==> src/rtl/mp3_play_ctrl_pkg.sv <==
// Shared types and constants for the MP3 playback controller.
// Holds the FSM state enum and the button event indices.
package mp3_ctrl_pkg;

    typedef enum logic [1:0] {
        PLAY,
        PAUSE,
        SWITCH
    } state_e;

    localparam int EV_PAUSE = 0;
    localparam int EV_NEXT  = 1;
    localparam int EV_PREV  = 2;
    localparam int EV_VOLUP = 3;
    localparam int EV_VOLDN = 4;
    localparam int NUM_EV   = 5;

endpackage

==> src/rtl/mp3_play_ctrl_if.sv <==
// Button/stream bus between the playback controller and its environment.
// master: drives buttons, MEM_ADDR, MUSIC_SIZE; slave: drives song/pause/volume.
interface mp3_play_ctrl_if;

    logic        BTN_NEXT;
    logic        BTN_PREV;
    logic        BTN_PAUSE;
    logic        BTN_VOLUP;
    logic        BTN_VOLDN;
    logic [31:0] MEM_ADDR;
    logic [31:0] MUSIC_SIZE;
    logic [31:0] SONG_NOW;
    logic        IS_SUSPENDING;
    logic [7:0]  VOLUME;
    logic        SONG_CHANGED;

    modport master (
        output BTN_NEXT, BTN_PREV, BTN_PAUSE, BTN_VOLUP, BTN_VOLDN,
        output MEM_ADDR, MUSIC_SIZE,
        input  SONG_NOW, IS_SUSPENDING, VOLUME, SONG_CHANGED
    );

    modport slave (
        input  BTN_NEXT, BTN_PREV, BTN_PAUSE, BTN_VOLUP, BTN_VOLDN,
        input  MEM_ADDR, MUSIC_SIZE,
        output SONG_NOW, IS_SUSPENDING, VOLUME, SONG_CHANGED
    );

endinterface

==> src/rtl/mp3_play_ctrl_btn_debounce.sv <==
// One button: 2-flop synchronizer, debouncer, one-cycle press pulse.
// Ports: clk_i, rst_ni, btn_i (raw), press_o (pulse on accepted 0->1).
module btn_debounce #(
    parameter int DEBOUNCE_CYCLES = 1000000
) (
    input  logic clk_i,
    input  logic rst_ni,
    input  logic btn_i,
    output logic press_o
);

    localparam int CW = $clog2(DEBOUNCE_CYCLES + 1);

    logic          sync1_q;
    logic          sync2_q;
    logic          level_q;
    logic          press_q;
    logic [CW-1:0] cnt_q;

    // Counter runs only while the synchronized level disagrees with the
    // accepted level; any return to the accepted level restarts it.
    always_ff @(posedge clk_i or negedge rst_ni) begin
        if (!rst_ni) begin
            sync1_q <= 1'b0;
            sync2_q <= 1'b0;
            level_q <= 1'b0;
            press_q <= 1'b0;
            cnt_q   <= '0;
        end else begin
            sync1_q <= btn_i;
            sync2_q <= sync1_q;
            press_q <= 1'b0;
            if (sync2_q != level_q) begin
                if (cnt_q == CW'(DEBOUNCE_CYCLES)) begin
                    level_q <= sync2_q;
                    press_q <= sync2_q;
                    cnt_q   <= '0;
                end else begin
                    cnt_q <= cnt_q + 1'b1;
                end
            end else begin
                cnt_q <= '0;
            end
        end
    end

    assign press_o = press_q;

endmodule

==> src/rtl/mp3_play_ctrl.sv <==
// MP3 playback controller: buttons -> song index, pause flag, volume.
// Ports: CLK, RESET_N, io (slave). Optional macro: MP3_AUTO_NEXT_EN.
module mp3_play_ctrl
    import mp3_ctrl_pkg::*;
#(
    parameter int         NUM_SONGS       = 4,
    parameter int         DEBOUNCE_CYCLES = 1000000,
    parameter int         SWITCH_GAP      = 2048,
    parameter logic [7:0] VOL_DEFAULT     = 8'h20,
    parameter logic [7:0] VOL_STEP        = 8'h10,
    parameter logic [7:0] VOL_MAX_ATTN    = 8'hF0
) (
    input  logic CLK,
    input  logic RESET_N,
    mp3_play_ctrl_if.slave io
);

    localparam int GW = $clog2(SWITCH_GAP + 1);
    localparam logic [NUM_EV-1:0] VOL_MASK =
        NUM_EV'((1 << EV_VOLUP) | (1 << EV_VOLDN));

    logic [NUM_EV-1:0] btn_raw;
    logic [NUM_EV-1:0] press;
    logic [NUM_EV-1:0] pending_q;
    logic [NUM_EV-1:0] elig;
    logic [NUM_EV-1:0] sel;
    state_e            state_q;
    state_e            ret_q;
    logic [GW-1:0]     gap_q;
    logic [31:0]       song_q;
    logic              susp_q;
    logic [7:0]        vol_q;
    logic              chg_q;
    logic [31:0]       song_inc;
    logic [31:0]       song_dec;
    logic [7:0]        vol_up;
    logic [8:0]        vol_sum;
    logic [7:0]        vol_dn;
    logic              auto_next;

    assign btn_raw[EV_PAUSE] = io.BTN_PAUSE;
    assign btn_raw[EV_NEXT]  = io.BTN_NEXT;
    assign btn_raw[EV_PREV]  = io.BTN_PREV;
    assign btn_raw[EV_VOLUP] = io.BTN_VOLUP;
    assign btn_raw[EV_VOLDN] = io.BTN_VOLDN;

    for (genvar g = 0; g < NUM_EV; g++) begin : g_btn
        btn_debounce #(
            .DEBOUNCE_CYCLES(DEBOUNCE_CYCLES)
        ) u_db (
            .clk_i  (CLK),
            .rst_ni (RESET_N),
            .btn_i  (btn_raw[g]),
            .press_o(press[g])
        );
    end

    // Song changes wait out the gap; volume is still serviced in SWITCH.
    always_comb begin
        elig = pending_q;
        if (state_q == SWITCH) elig = pending_q & VOL_MASK;
        sel = '0;
        for (int i = NUM_EV - 1; i >= 0; i--) begin
            if (elig[i]) sel = NUM_EV'(1 << i);
        end
    end

    assign song_inc = (song_q == 32'(NUM_SONGS - 1)) ? 32'd0 : song_q + 32'd1;
    assign song_dec = (song_q == 32'd0) ? 32'(NUM_SONGS - 1) : song_q - 32'd1;

    // 9-bit sum so a large attenuation can never wrap back to loud.
    assign vol_up  = (vol_q >= VOL_STEP) ? vol_q - VOL_STEP : 8'h00;
    assign vol_sum = {1'b0, vol_q} + {1'b0, VOL_STEP};
    assign vol_dn  = (vol_sum > {1'b0, VOL_MAX_ATTN}) ? VOL_MAX_ATTN
                                                      : vol_sum[7:0];

`ifdef MP3_AUTO_NEXT_EN
    assign auto_next = (state_q == PLAY) && (elig == '0) &&
                       (io.MUSIC_SIZE != 32'd0) &&
                       (io.MEM_ADDR >= io.MUSIC_SIZE);
`else
    logic unused_stream;
    assign unused_stream = ^{io.MEM_ADDR, io.MUSIC_SIZE};
    assign auto_next     = 1'b0;
`endif

    always_ff @(posedge CLK or negedge RESET_N) begin
        if (!RESET_N) begin
            pending_q <= '0;
            state_q   <= PLAY;
            ret_q     <= PLAY;
            gap_q     <= '0;
            song_q    <= '0;
            susp_q    <= 1'b0;
            vol_q     <= VOL_DEFAULT;
            chg_q     <= 1'b0;
        end else begin
            pending_q <= (pending_q & ~sel) | press;
            chg_q     <= 1'b0;
            case (state_q)
                SWITCH: begin
                    if (gap_q == '0) begin
                        state_q <= ret_q;
                        susp_q  <= (ret_q == PAUSE);
                    end else begin
                        gap_q <= gap_q - 1'b1;
                    end
                end
                default: begin
                    if (sel[EV_PAUSE]) begin
                        state_q <= (state_q == PLAY) ? PAUSE : PLAY;
                        susp_q  <= (state_q == PLAY);
                    end else if (sel[EV_NEXT] || sel[EV_PREV] || auto_next) begin
                        song_q  <= sel[EV_PREV] ? song_dec : song_inc;
                        chg_q   <= 1'b1;
                        ret_q   <= state_q;
                        state_q <= SWITCH;
                        susp_q  <= 1'b1;
                        gap_q   <= GW'(SWITCH_GAP - 1);
                    end
                end
            endcase
            unique case (1'b1)
                sel[EV_VOLUP]: vol_q <= vol_up;
                sel[EV_VOLDN]: vol_q <= vol_dn;
                default:       vol_q <= vol_q;
            endcase
        end
    end

    assign io.SONG_NOW      = song_q;
    assign io.IS_SUSPENDING = susp_q;
    assign io.VOLUME        = vol_q;
    assign io.SONG_CHANGED  = chg_q;

endmodule
==> src/flat_wrapper.sv <==
// flat-port wrapper written by rule: the top's interface ports become plain ports
module mp3_play_ctrl_flat import mp3_ctrl_pkg::*;
#(
    parameter int         NUM_SONGS       = 4,
    parameter int         DEBOUNCE_CYCLES = 1000000,
    parameter int         SWITCH_GAP      = 2048,
    parameter logic [7:0] VOL_DEFAULT     = 8'h20,
    parameter logic [7:0] VOL_STEP        = 8'h10,
    parameter logic [7:0] VOL_MAX_ATTN    = 8'hF0
)
  (CLK, RESET_N, io_BTN_NEXT, io_BTN_PREV, io_BTN_PAUSE, io_BTN_VOLUP, io_BTN_VOLDN, io_MEM_ADDR, io_MUSIC_SIZE, io_SONG_NOW, io_IS_SUSPENDING, io_VOLUME, io_SONG_CHANGED);
  mp3_play_ctrl_if io_i ();
  input  logic CLK;
  input  logic RESET_N;
  input wire logic [$bits(io_i.BTN_NEXT)-1:0] io_BTN_NEXT;
  input wire logic [$bits(io_i.BTN_PREV)-1:0] io_BTN_PREV;
  input wire logic [$bits(io_i.BTN_PAUSE)-1:0] io_BTN_PAUSE;
  input wire logic [$bits(io_i.BTN_VOLUP)-1:0] io_BTN_VOLUP;
  input wire logic [$bits(io_i.BTN_VOLDN)-1:0] io_BTN_VOLDN;
  input wire logic [$bits(io_i.MEM_ADDR)-1:0] io_MEM_ADDR;
  input wire logic [$bits(io_i.MUSIC_SIZE)-1:0] io_MUSIC_SIZE;
  output wire logic [$bits(io_i.SONG_NOW)-1:0] io_SONG_NOW;
  output wire logic [$bits(io_i.IS_SUSPENDING)-1:0] io_IS_SUSPENDING;
  output wire logic [$bits(io_i.VOLUME)-1:0] io_VOLUME;
  output wire logic [$bits(io_i.SONG_CHANGED)-1:0] io_SONG_CHANGED;
  assign io_i.BTN_NEXT = io_BTN_NEXT;
  assign io_i.BTN_PREV = io_BTN_PREV;
  assign io_i.BTN_PAUSE = io_BTN_PAUSE;
  assign io_i.BTN_VOLUP = io_BTN_VOLUP;
  assign io_i.BTN_VOLDN = io_BTN_VOLDN;
  assign io_i.MEM_ADDR = io_MEM_ADDR;
  assign io_i.MUSIC_SIZE = io_MUSIC_SIZE;
  assign io_SONG_NOW = io_i.SONG_NOW;
  assign io_IS_SUSPENDING = io_i.IS_SUSPENDING;
  assign io_VOLUME = io_i.VOLUME;
  assign io_SONG_CHANGED = io_i.SONG_CHANGED;
  mp3_play_ctrl #(.NUM_SONGS(NUM_SONGS), .DEBOUNCE_CYCLES(DEBOUNCE_CYCLES), .SWITCH_GAP(SWITCH_GAP), .VOL_DEFAULT(VOL_DEFAULT), .VOL_STEP(VOL_STEP), .VOL_MAX_ATTN(VOL_MAX_ATTN)) u_core (.CLK(CLK), .RESET_N(RESET_N), .io(io_i));
endmodule
==> config.mk <==
export PLATFORM = sky130hd
export DESIGN_NAME = mp3_play_ctrl_flat
export DESIGN_NICKNAME = d
export VERILOG_FILES = /design/src/rtl/mp3_play_ctrl_pkg.sv /design/src/rtl/mp3_play_ctrl_if.sv /design/src/rtl/mp3_play_ctrl_btn_debounce.sv /design/src/rtl/mp3_play_ctrl.sv /design/src/flat_wrapper.sv
export SDC_FILE = /design/constraint.sdc
export NUM_CORES = 1
export LEC_CHECK = 0
export CAP_MARGIN = 20
export CORE_ASPECT_RATIO = 1.75
export CORE_MARGIN = 2
export CORE_UTILIZATION = 38
export CTS_BUF_LIST = sky130_fd_sc_hd__clkbuf_2
export DETAILED_ROUTE_END_ITERATION = 8
export DONT_BUFFER_PORTS = 1
export SYNTH_ARGS = -nofsm -noshare
export SYNTH_HDL_FRONTEND = slang
export SYNTH_SLANG_ARGS = --single-unit
==> constraint.sdc <==
create_clock -name CLK -period 2.8 [get_ports CLK]
set_clock_uncertainty 0.2 [all_clocks]
set_input_delay 0.7 -clock CLK [delete_from_list [all_inputs] [get_ports CLK]]
set_output_delay 0.7 -clock CLK [all_outputs]
set_load 0.03 [all_outputs]
==> impl_metrics.yaml, run 1 <==
worst_setup_path:
  end_kind: "flop"
  path_class: "reg -> reg"
  arrival_ns: 3.37
  startpoint_type: "flop"
  cp_data_required_time_ns: 3.35
  path_max_fanout: 17
clock_network:
  worst_skew_pair.late_latency_ns: 0.82
  cts_buffers: 17
  cts_tree: "yes"
  cts_hold_buffers: 5
  clockBufferDepth: 2
  clock_sinks: 179
  clk_pin_slew_ns: 0.27
  cts_root_buffer: "clkbuf_2"
  cts_htree_levels: 4
placed_design:
  port_buffers: 0
  gp_congestion: 0.8648
  post-dp-hpwl_um: 16710
  placed_cells: 1401
drt:
  first_pass_iters: 4
  vias: 8019
  drc_errors: 0
  wl_per_cell_um: 16.54
  avgViaCountPerCell: 5.542
  drtIter0Drc: 471
  postRouteAntennaNets: 0
  wl_um: 23940
floorplan:
  start_util_pct: 38.31
  rows: 77
  die_w_um: 124.1
  core_area_um2: 25050
  ioPinCount: 113
  dieArea_um2: 26590
  die_y_um: 214.2
global_routing:
  grt_pass1_wl_um: 38720
  globalRouteOverflowTotal: 0
  grt_max_degree: 180
  track_usage_pct: 18.39
  antenna_found_initial: 1
  grt_pass1_vias: 7972
layout:
  ff_latch_area_um2: 4486
  nets: 1206
  nFillCells: 2492
  multi_input_area_um2: 5019
  layout-drive-gt1-share_pct: 16.81
  syn_to_final_growth_pct: 16.09
  finalNonFillerCells: 1447
  post-route-util_pct: 44.47
logic_synthesis:
  synthCells: 1033
  ys_types: 66
  synthFlopType: "dfrtp_1"
  yosysWarnings: 0
  async_flop_share_pct: 100.0
  ys_seq_area_share_pct: 46.69
  syn_area_per_cell_um2: 9.289
  synth_edf_count: 0
  ys_ff_latch: 179
  netlist_area_um2: 9595
job:
  drv_cap: 0
outcome:
  failed_checks: "hold timing, setup timing"
  status: "finished with violations"
sta:
  period_needed_ns: 2.824
  rsz0062_at_grt: "true"
  slew_violations: 0
  fmax_mhz: 354.1
  timing.final.ws_setup_ns: -0.02383
  tns_ns: -0.1018
  setup_viol: 8
  hold_ws_ns: -0.6844
  relSlewSlack_pct: 56.29
  fin_crit_sh_pct: 100.9
  tightest_slew_ns: 0.6541
  finalHoldViolCount: 179
power_and_ir_drop:
  p_leak_nw: 5.047
  power_density_nw_per_um2: 357.5
  max-vdd-ir-drop_uv: 251.0
min_path:
  min_path_type: "in -> async"
[critical path: stages, from the launching register on]
cell and delay (ns):
dfrtp_2 0.46, or4_4 0.56, or4_4 0.61, o31a_1 0.33
buf_12 0.18, a221o_1 0.30, o21a_1 0.10
[cells in the mapped netlist, types with 11 or more instances]
master,count,share of area (%)
dfrtp_1,178,46
nor2_1,156,6.1
nand2_1,89,3.5
xor2_1,63,5.8
nand3_1,56,2.9
nor3_1,43,2.2
xnor2_1,40,3.7
nand4_1,35,2.3
and3_1,29,1.9
nor4_1,29,1.9
a21oi_1,27,1.4
clkbuf_1,27,1.1
inv_1,27,1.1
o21ai_0,24,1.3
ha_1,18,2.3
and4_1,13,1.2
a221oi_1,11,1.0
a31oi_1,11,0.72
nor3b_1,11,0.86
or3_1,11,0.72
[per-stage QoR]
stage / setup WS [ns] / total power [mW] / instance area [um^2]
3_5_place_dp: -0.1723 / 2.761 / 10600
4_1_cts: -0.04473 / 4.054 / 10930
6_report: -0.02383 / 3.982 / 11140
2_1_floorplan: -0.1521 / 2.742 / 9699
3_3_place_gp: -0.1565 / 2.759 / 10600
5_1_grt: -0.08376 / 4.177 / 11140
[final timing paths]
path | from | endpoint | slack, ns | cells after the start
setup / recovery | u_core.io.SONG_NOW[7] | u_core.io.SONG_NOW[17] | -0.02 | 6
setup reg to reg | u_core.io.SONG_NOW[7] | u_core.io.SONG_NOW[17] | -0.02 | 6
hold / removal | RESET_N | u_core.io.SONG_NOW[9] | -0.68 | 0
hold reg to reg | u_core.g_btn[3].u_db.sync1_q | u_core.g_btn[3].u_db.sync2_q | 0.18 | 0
max in group asynchronous | RESET_N | u_core.io.VOLUME[5] | 2.67 | 0
min in group CLK | u_core.g_btn[3].u_db.sync1_q | u_core.g_btn[3].u_db.sync2_q | 0.18 | 0
[metal layers]
layer | GRT usage [%] | vias to the layer above | wire (um)
li1 | - | 3865 | -
met4 | 10.45 | 0 | 1184
met5 | 0 | - | 0
met1 | 18.70 | 3888 | 8851
met2 | 33.06 | 188 | 12840
met3 | 4.654 | 78 | 1059
[area by class of cell]
| type | count | share of cell area, % |
|---|---|---|
| Tap cell | 316 | 3.549 |
| Inverter | 27 | 0.9098 |
| Sequential cell | 179 | 40.27 |
| Timing Repair Buffer | 106 | 8.334 |
| Antenna cell | 1 | 0.02246 |
| Clock inverter | 13 | 1.011 |
| Multi-Input combinational cell | 786 | 45.05 |
| Clock buffer | 19 | 0.8536 |
[flip-flops by register name, summed over array words and instances, names as in the netlist]
name                       count
u_core.io.IS_SUSPENDING        1
u_core.pending_q               5
u_core.g_btn.u_db.press_o      5
u_core.io.SONG_NOW            32
u_core.ret_q                   2
u_core.g_btn.u_db.cnt_q      100
u_core.io.VOLUME               4
u_core.g_btn.u_db.sync1_q      5
u_core.g_btn.u_db.level_q      5
u_core.gap_q                  12
u_core.io.SONG_CHANGED         1
u_core.state_q                 2
u_core.g_btn.u_db.sync2_q      5
[logic make-up (layout without fill, tap and decap cells)]
family          count (synthesis)  after routing  synth area share, %
mux                            11             11                1.226
buf+inv                        71            165                3.468
compound gates                135            135                9.845
flops                         179            179                46.69
xor+xnor                      103            103                9.402
other cells                     1              5              0.03908
fa+ha+maj                      19             19                2.451
simple gates                  514            514                26.87
[placed cells by master (no fill, tap or decap), types with 5 or more instances in the layout]
cell           count
or3_1             11
and2_1             8
buf_12             5
inv_1             27
ha_1              18
a2bb2oi_1          5
dlygate4sd3_1      5
and3_1            29
buf_4             88
o22ai_1            6
a21oi_1           26
nand4_1           35
o31a_1             5
nor4_1            25
clkbuf_2          19
or4b_2             5
xnor2_1           40
mux2i_1            5
nand3_1           55
o21ai_0           19
dfrtp_1          174
nor3b_1           11
buf_6              6
a31oi_1           11
nand2_1           87
nor3_1            42
nor2_1           152
xor2_1            63
mux2_2             6
and4_1            12
a221oi_2          10
a21o_1             7
or4_1              6
[where the power goes]
| part | internal [mW] | leakage, nW | total, mW | switching, mW |
|---|---|---|---|---|
| combinational | 0.0307 | 2.47 | 0.0791 | 0.0484 |
| clock | 0.325 | 0.123 | 1.26 | 0.936 |
| sequential | 2.62 | 2.46 | 2.64 | 0.0264 |
[timing repair]
action | in CTS | in global routing
hold endpoints to repair | 184 | 179
endpoints found under the setup margin | 29 | 25
setup buffers | 4 | 2
cloned | 0 | 2
pin swaps | 2 | 12
gates resized for setup | 12 | 26
No activity file was read; power rests on OpenSTA's default activity.
==> run 2: changes to the inputs <==
SETUP_SLACK_MARGIN = 0.02   (was default)
==> run 2 against run 1 <==
  * The flow still finishes with violations (hold timing, setup timing)
  * First-iteration DRC count rose by 16%
  * Die area unchanged
  * Critical path type unchanged
  * Sequential power hardly changed
  * Fmax is 1.7% lower
  * Sequential share of layout area decreased by 0.095 points
  * Setup slack got worse by 0.049 ns
  * Worst hold slack better by 0.019 ns
  * Via count up 1.9%
  * Register-to-register slack lost 0.05 ns
  * Final area grew 0.24%
  * Routed wire length grew 1.8%
  * Utilization up 0.10 points
==> impl_metrics.yaml, run 2 (same netlist as run 1, synthesis figures left out) <==
floorplan:
  die_w_um: 124.1
  die_y_um: 214.2
  rows: 77
  dieArea_um2: 26590
  start_util_pct: 38.31
  ioPinCount: 113
  core_area_um2: 25050
global_routing:
  antenna_found_initial: 1
  grt_pass1_wl_um: 39540
  grt_max_degree: 180
  globalRouteOverflowTotal: 0
  grt_pass1_vias: 8138
  track_usage_pct: 18.64
placed_design:
  port_buffers: 0
  post-dp-hpwl_um: 16880
  pre_cts_ws_ns: -0.1940
  post_dp_cell_area_um2: 10650
  gp_congestion: 0.8898
worst_setup_path:
  startpoint_type: "flop"
  arrival_ns: 3.38
  path_class: "reg -> reg"
  path_max_fanout: 17
  cp_data_required_time_ns: 3.31
  end_kind: "flop"
layout:
  layout-drive-gt1-share_pct: 17.36
  syn_to_final_growth_pct: 16.36
  layout_common_cells: "dfrtp_1, nor2_1, buf_4"
  largest_register_ffs: 100
  nets: 1212
  final_common_cell: "dfrtp_1"
  regMostFlops: "u_core.g_btn.u_db.cnt_q"
  stdcell_area_um2: 11170
drt:
  wl_um: 24380
  first_pass_iters: 5
  drc_errors: 0
  vias: 8169
  drtIter0Drc: 548
  avgViaCountPerCell: 5.626
  postRouteAntennaNets: 0
  wl_per_cell_um: 16.79
sta:
  fmax_mhz: 348.0
  tightest_slew_ns: 0.6342
  fin_crit_sh_pct: 102.6
  tns_ns: -0.5682
  rsz0062_at_grt: "true"
  period_needed_ns: 2.873
  slew_violations: 0
  timing.final.ws_setup_ns: -0.07326
  hold_ws_ns: -0.6654
  setup_viol: 17
  finalHoldViolCount: 179
  relSlewSlack_pct: 57.62
clock_network:
  cts_root_buffer: "clkbuf_2"
  clock_sinks: 179
  cts_hold_buffers: 5
  cts_buffers: 17
  worst_skew_pair.late_latency_ns: 0.81
  clk_pin_slew_ns: 0.28
  clockBufferDepth: 2
  cts_htree_levels: 4
  cts_tree: "yes"
power_and_ir_drop:
  p_leak_nw: 5.045
  max-vdd-ir-drop_uv: 198.6
  power_density_nw_per_um2: 360.2
outcome:
  failed_checks: "hold timing, setup timing"
  status: "finished with violations"
min_path:
  min_path_type: "in -> async"
job:
  drv_cap: 0
==> run 2: cell types whose count changed in the layout (fill, tap and decap cells not counted), moves of 2 or more <==
cell	previous run	this run
buf_4	88	93
o32ai_1	0	2
clkinvlp_4	3	6
o21ai_0	19	17
o21ai_1	4	6
clkinv_1	3	0
clkinv_4	4	2
inv_6	1	4
nor4_2	3	1
buf_12	5	7
nor4_1	25	28
==> run 2: timing repair <==
action | CTS | global route
resized for setup | 12 | 25
buffers inserted | 3 | 5
gates cloned | 0 | 1
endpoints found under the hold margin | 184 | 179
endpoints found under the setup margin | 30 | 30
pin swaps | 3 | 12
==> run 2: cell type report <==
| type | count | area, um^2 |
|---|---|---|
| fillers | 2493 | 13880 |
| multi-input cells | 786 | 4982 |
| flip-flops and latches | 179 | 4486 |
| repair buffers | 112 | 980.9 |
| well taps | 316 | 395.4 |
| clock inverters | 13 | 127.6 |
| inverters | 27 | 101.3 |
| clock buffers | 18 | 90.09 |
| diodes | 1 | 2.502 |
==> run 2: final timing paths <==
path / startpoint / endpoint / slack, ns / cells after the start
worst max-delay path: u_core.io.SONG_NOW[7] / u_core.io.SONG_NOW[17] / -0.07 / 6
worst min-delay path: RESET_N / u_core.io.SONG_NOW[23] / -0.67 / 0
worst max register to register: u_core.io.SONG_NOW[7] / u_core.io.SONG_NOW[17] / -0.07 / 6
worst min register to register: u_core.g_btn[1].u_db.sync1_q / u_core.g_btn[1].u_db.sync2_q / 0.19 / 0
max in group asynchronous: RESET_N / u_core.io.VOLUME[5] / 2.83 / 0
min in group CLK: u_core.g_btn[1].u_db.sync1_q / u_core.g_btn[1].u_db.sync2_q / 0.19 / 0
==> run 2: per-stage QoR <==
stage | instances | utilization [%] | power [mW] | hold slack [ns]
final | 1452 | 44.58 | 4.022 | -0.6654
after floorplan | 1036 | - | 2.742 | 0.1312
after global routing | 1452 | 44.58 | 4.226 | -0.7982
after global placement | 1406 | 42.53 | 2.760 | 0.1354
after CTS | 1445 | 43.87 | 4.112 | -0.7885
after detailed placement | 1406 | 42.53 | 2.763 | 0.1371
==> run 2: layer usage <==
metal / routed length, um / GRT usage, % / part of all wire (%)
met3: 1118 / 4.388 / 4.6
met2: 12920 / 32.24 / 53
met1: 9131 / 19.99 / 37
met4: 1204 / 11.39 / 4.9
met5: 0 / 0 / 0
==> run 2: worst max-delay path, cell delays in order (launching register included) <==
cell and delay [ns]:
dfrtp_2 0.47, or4_4 0.56, or4_4 0.60, o31a_1 0.33, buf_12 0.18, a221o_1 0.32
o21a_1 0.10
==> run 2: power by group <==
group / switching [mW] / internal, mW / leakage [nW]
Clock: 0.967 / 0.331 / 0.116
Combinational: 0.0493 / 0.0321 / 2.47
Sequential: 0.0266 / 2.62 / 2.46
==> run 3: changes to the inputs <==
CORE_MARGIN = 4   (was 2)
DONT_BUFFER_PORTS = default   (was 1)
HOLD_SLACK_MARGIN = 0.08   (was default)
==> run 3 against run 2 <==
  * The run ends with setup timing left
  * Flip-flop and latch count is the same
  * Clock power is essentially flat
  * Combinational power grew 82%
  * Global-route usage shrank 0.95 points
  * Non-clock buffer count grew 41
  * Final area grew 2.9%
  * First-iteration DRC count shrank 11%
  * Count of clock-buffer cells in the layout grew 1
  * Setup slack gained 0.032 ns
  * Final cell count grew 2.4%
  * Critical path type unchanged
  * Largest power group unchanged
==> impl_metrics.yaml, run 3 (same netlist as run 1, synthesis figures left out) <==
outcome:
  status: "finished with violations"
  failed_checks: "setup timing"
drt:
  avgViaCountPerCell: 5.578
  postRouteAntennaNets: 0
  vias: 8294
  wl_um: 23800
  drc_errors: 0
  first_pass_iters: 5
  drtIter0Drc: 486
  wl_per_cell_um: 16.00
sta:
  finalHoldViolCount: 0
  fmax_mhz: 352.0
  slew_violations: 0
  period_needed_ns: 2.841
  rsz0062_at_grt: "true"
  timing.final.ws_setup_ns: -0.04089
  relSlewSlack_pct: 56.34
  tightest_slew_ns: 0.6533
  setup_viol: 2
  fin_crit_sh_pct: 101.5
layout:
  syn_to_final_growth_pct: 19.70
  layout-drive-gt1-share_pct: 18.06
  nFillCells: 2415
  largest_register_ffs: 100
  post-route-util_pct: 46.46
  layout_common_cells: "dfrtp_1, nor2_1, buf_4"
  final_common_cell: "dfrtp_1"
  multi_input_area_um2: 5019
  ff_latch_area_um2: 4488
  nets: 1253
  regMostFlops: "u_core.g_btn.u_db.cnt_q"
global_routing:
  globalRouteOverflowTotal: 0
  grt_max_degree: 60
  track_usage_pct: 17.69
  grt_pass1_vias: 8249
  met2_usage_pct: 32.65
  grt_use_met3_pct: 3.571
  antenna_found_initial: 1
  grt_busiest_layer: "met2"
  grt_pass1_wl_um: 39960
  use_met1_pct: 18.34
worst_setup_path:
  worstSetupEndpoint: "u_core.io.SONG_NOW[24]"
  crit_start: "u_core.io.SONG_NOW[7]"
  r2r_end: "u_core.io.SONG_NOW[24]"
  ff2ff_setup_slack_ns: -0.04
  end_kind: "flop"
  reg2reg_from: "u_core.io.SONG_NOW[7]"
  cp_data_required_time_ns: 3.29
  path_class: "reg -> reg"
  reg2reg_depth: 7
  startpoint_type: "flop"
  path_max_fanout: 7
  arrival_ns: 3.33
clock_network:
  cts_buffers: 17
  clockBufferDepth: 2
  worst_skew_pair.late_latency_ns: 0.79
  cts_root_buffer: "clkbuf_2"
  cts_htree_levels: 4
  cts_tree: "yes"
  clk_pin_slew_ns: 0.24
  clock_sinks: 179
floorplan:
  dieArea_um2: 27960
  start_util_pct: 38.81
  die_y_um: 218.2
  die_w_um: 128.1
  rows: 76
  core_area_um2: 24720
  ioPinCount: 113
power_and_ir_drop:
  clkPwrFrac_pct: 31.3
  pwr-share-seq_pct: 65.1
  p_total_mw: 4.057
  p_leak_nw: 5.289
  power.internal_mw: 3.059
  comb_power_share_pct: 3.6
  max-vdd-ir-drop_uv: 187.2
  p_sw_uw: 998.7
  p_sw_share_pct: 24.61
  power_density_nw_per_um2: 353.2
placed_design:
  port_buffers: 44
  post-dp-hpwl_um: 17270
  gp_congestion: 0.9466
job:
  drv_cap: 0
min_path:
  holdCritStartpoint: "u_core.g_btn[1].u_db.sync1_q"
  min_path_type: "reg -> reg"
## run 3: what timing repair did
item | in CTS | in global routing
pin swaps | 9 | 3
hold endpoints to repair | 183 | 0
hold buffers | 6 | 0
buffers inserted | 8 | 6
setup endpoints to repair | 65 | 56
gates resized for setup | 73 | 50
## run 3: area by class of cell
cell class | count | share of cell area [%]
multi-input combinational | 786 | 43.69
sequential | 179 | 39.07
clock inverter | 10 | 0.9804
timing repair buffer | 153 | 11.12
inverter | 27 | 0.8824
clock buffer | 19 | 0.8279
tap | 312 | 3.399
antenna | 1 | 0.02179
## run 3: layer usage
layer  part of all wire [%]  routed length, um
met5                      0                  0
met2                     53              12580
met1                     37               8894
met4                    5.6               1340
met3                    4.1                980
## run 3: how the worst min path moves through the flow
stage                                        end  slack [ns]  cells past startpoint
finish              u_core.g_btn[1].u_db.sync2_q        0.18                      0
floorplan           u_core.g_btn[0].u_db.sync2_q        0.13                      0
detailed placement  u_core.g_btn[1].u_db.sync2_q        0.13                      0
CTS                       u_core.io.SONG_NOW[23]        0.13                      2
global route              u_core.io.SONG_NOW[23]        0.16                      2
global placement    u_core.g_btn[4].u_db.sync2_q        0.13                      0
## run 3: power by group through the flow
| stage | Sequential, mW | Clock [mW] | Combinational (mW) |
|---|---|---|---|
| 3_3_place_gp | 2.68 | 0 | 0.148 |
| 2_1_floorplan | 2.68 | 0 | 0.0634 |
| 5_1_grt | 2.65 | 1.44 | 0.175 |
| 3_5_place_dp | 2.69 | 0 | 0.149 |
| 6_report | 2.64 | 1.27 | 0.148 |
| 4_1_cts | 2.64 | 1.34 | 0.156 |
## run 3: worst max-delay path, stage by stage (launching register included)
cell	delay (ns)
dfrtp_2	0.46
or4_4	0.55
or4_4	0.62
o31a_1	0.34
buf_6	0.17
o21ai_2	0.05
nand2_1	0.06
a221o_1	0.31
## run 3: per-stage QoR
stage               setup WS, ns  TNS (ns)  hold slack (ns)  std cells  instance area (um^2)
global placement         -0.1164    -1.508           0.1317       1439                 11040
detailed placement       -0.1428    -2.289           0.1347       1439                 11040
global route             -0.1144    -1.183           0.1605       1487                 11490
floorplan                -0.1521    -2.586           0.1312       1036                  9699
CTS                     -0.02183  -0.02183           0.1322       1481                 11410
finish                  -0.04089  -0.04127           0.1768       1487                 11490
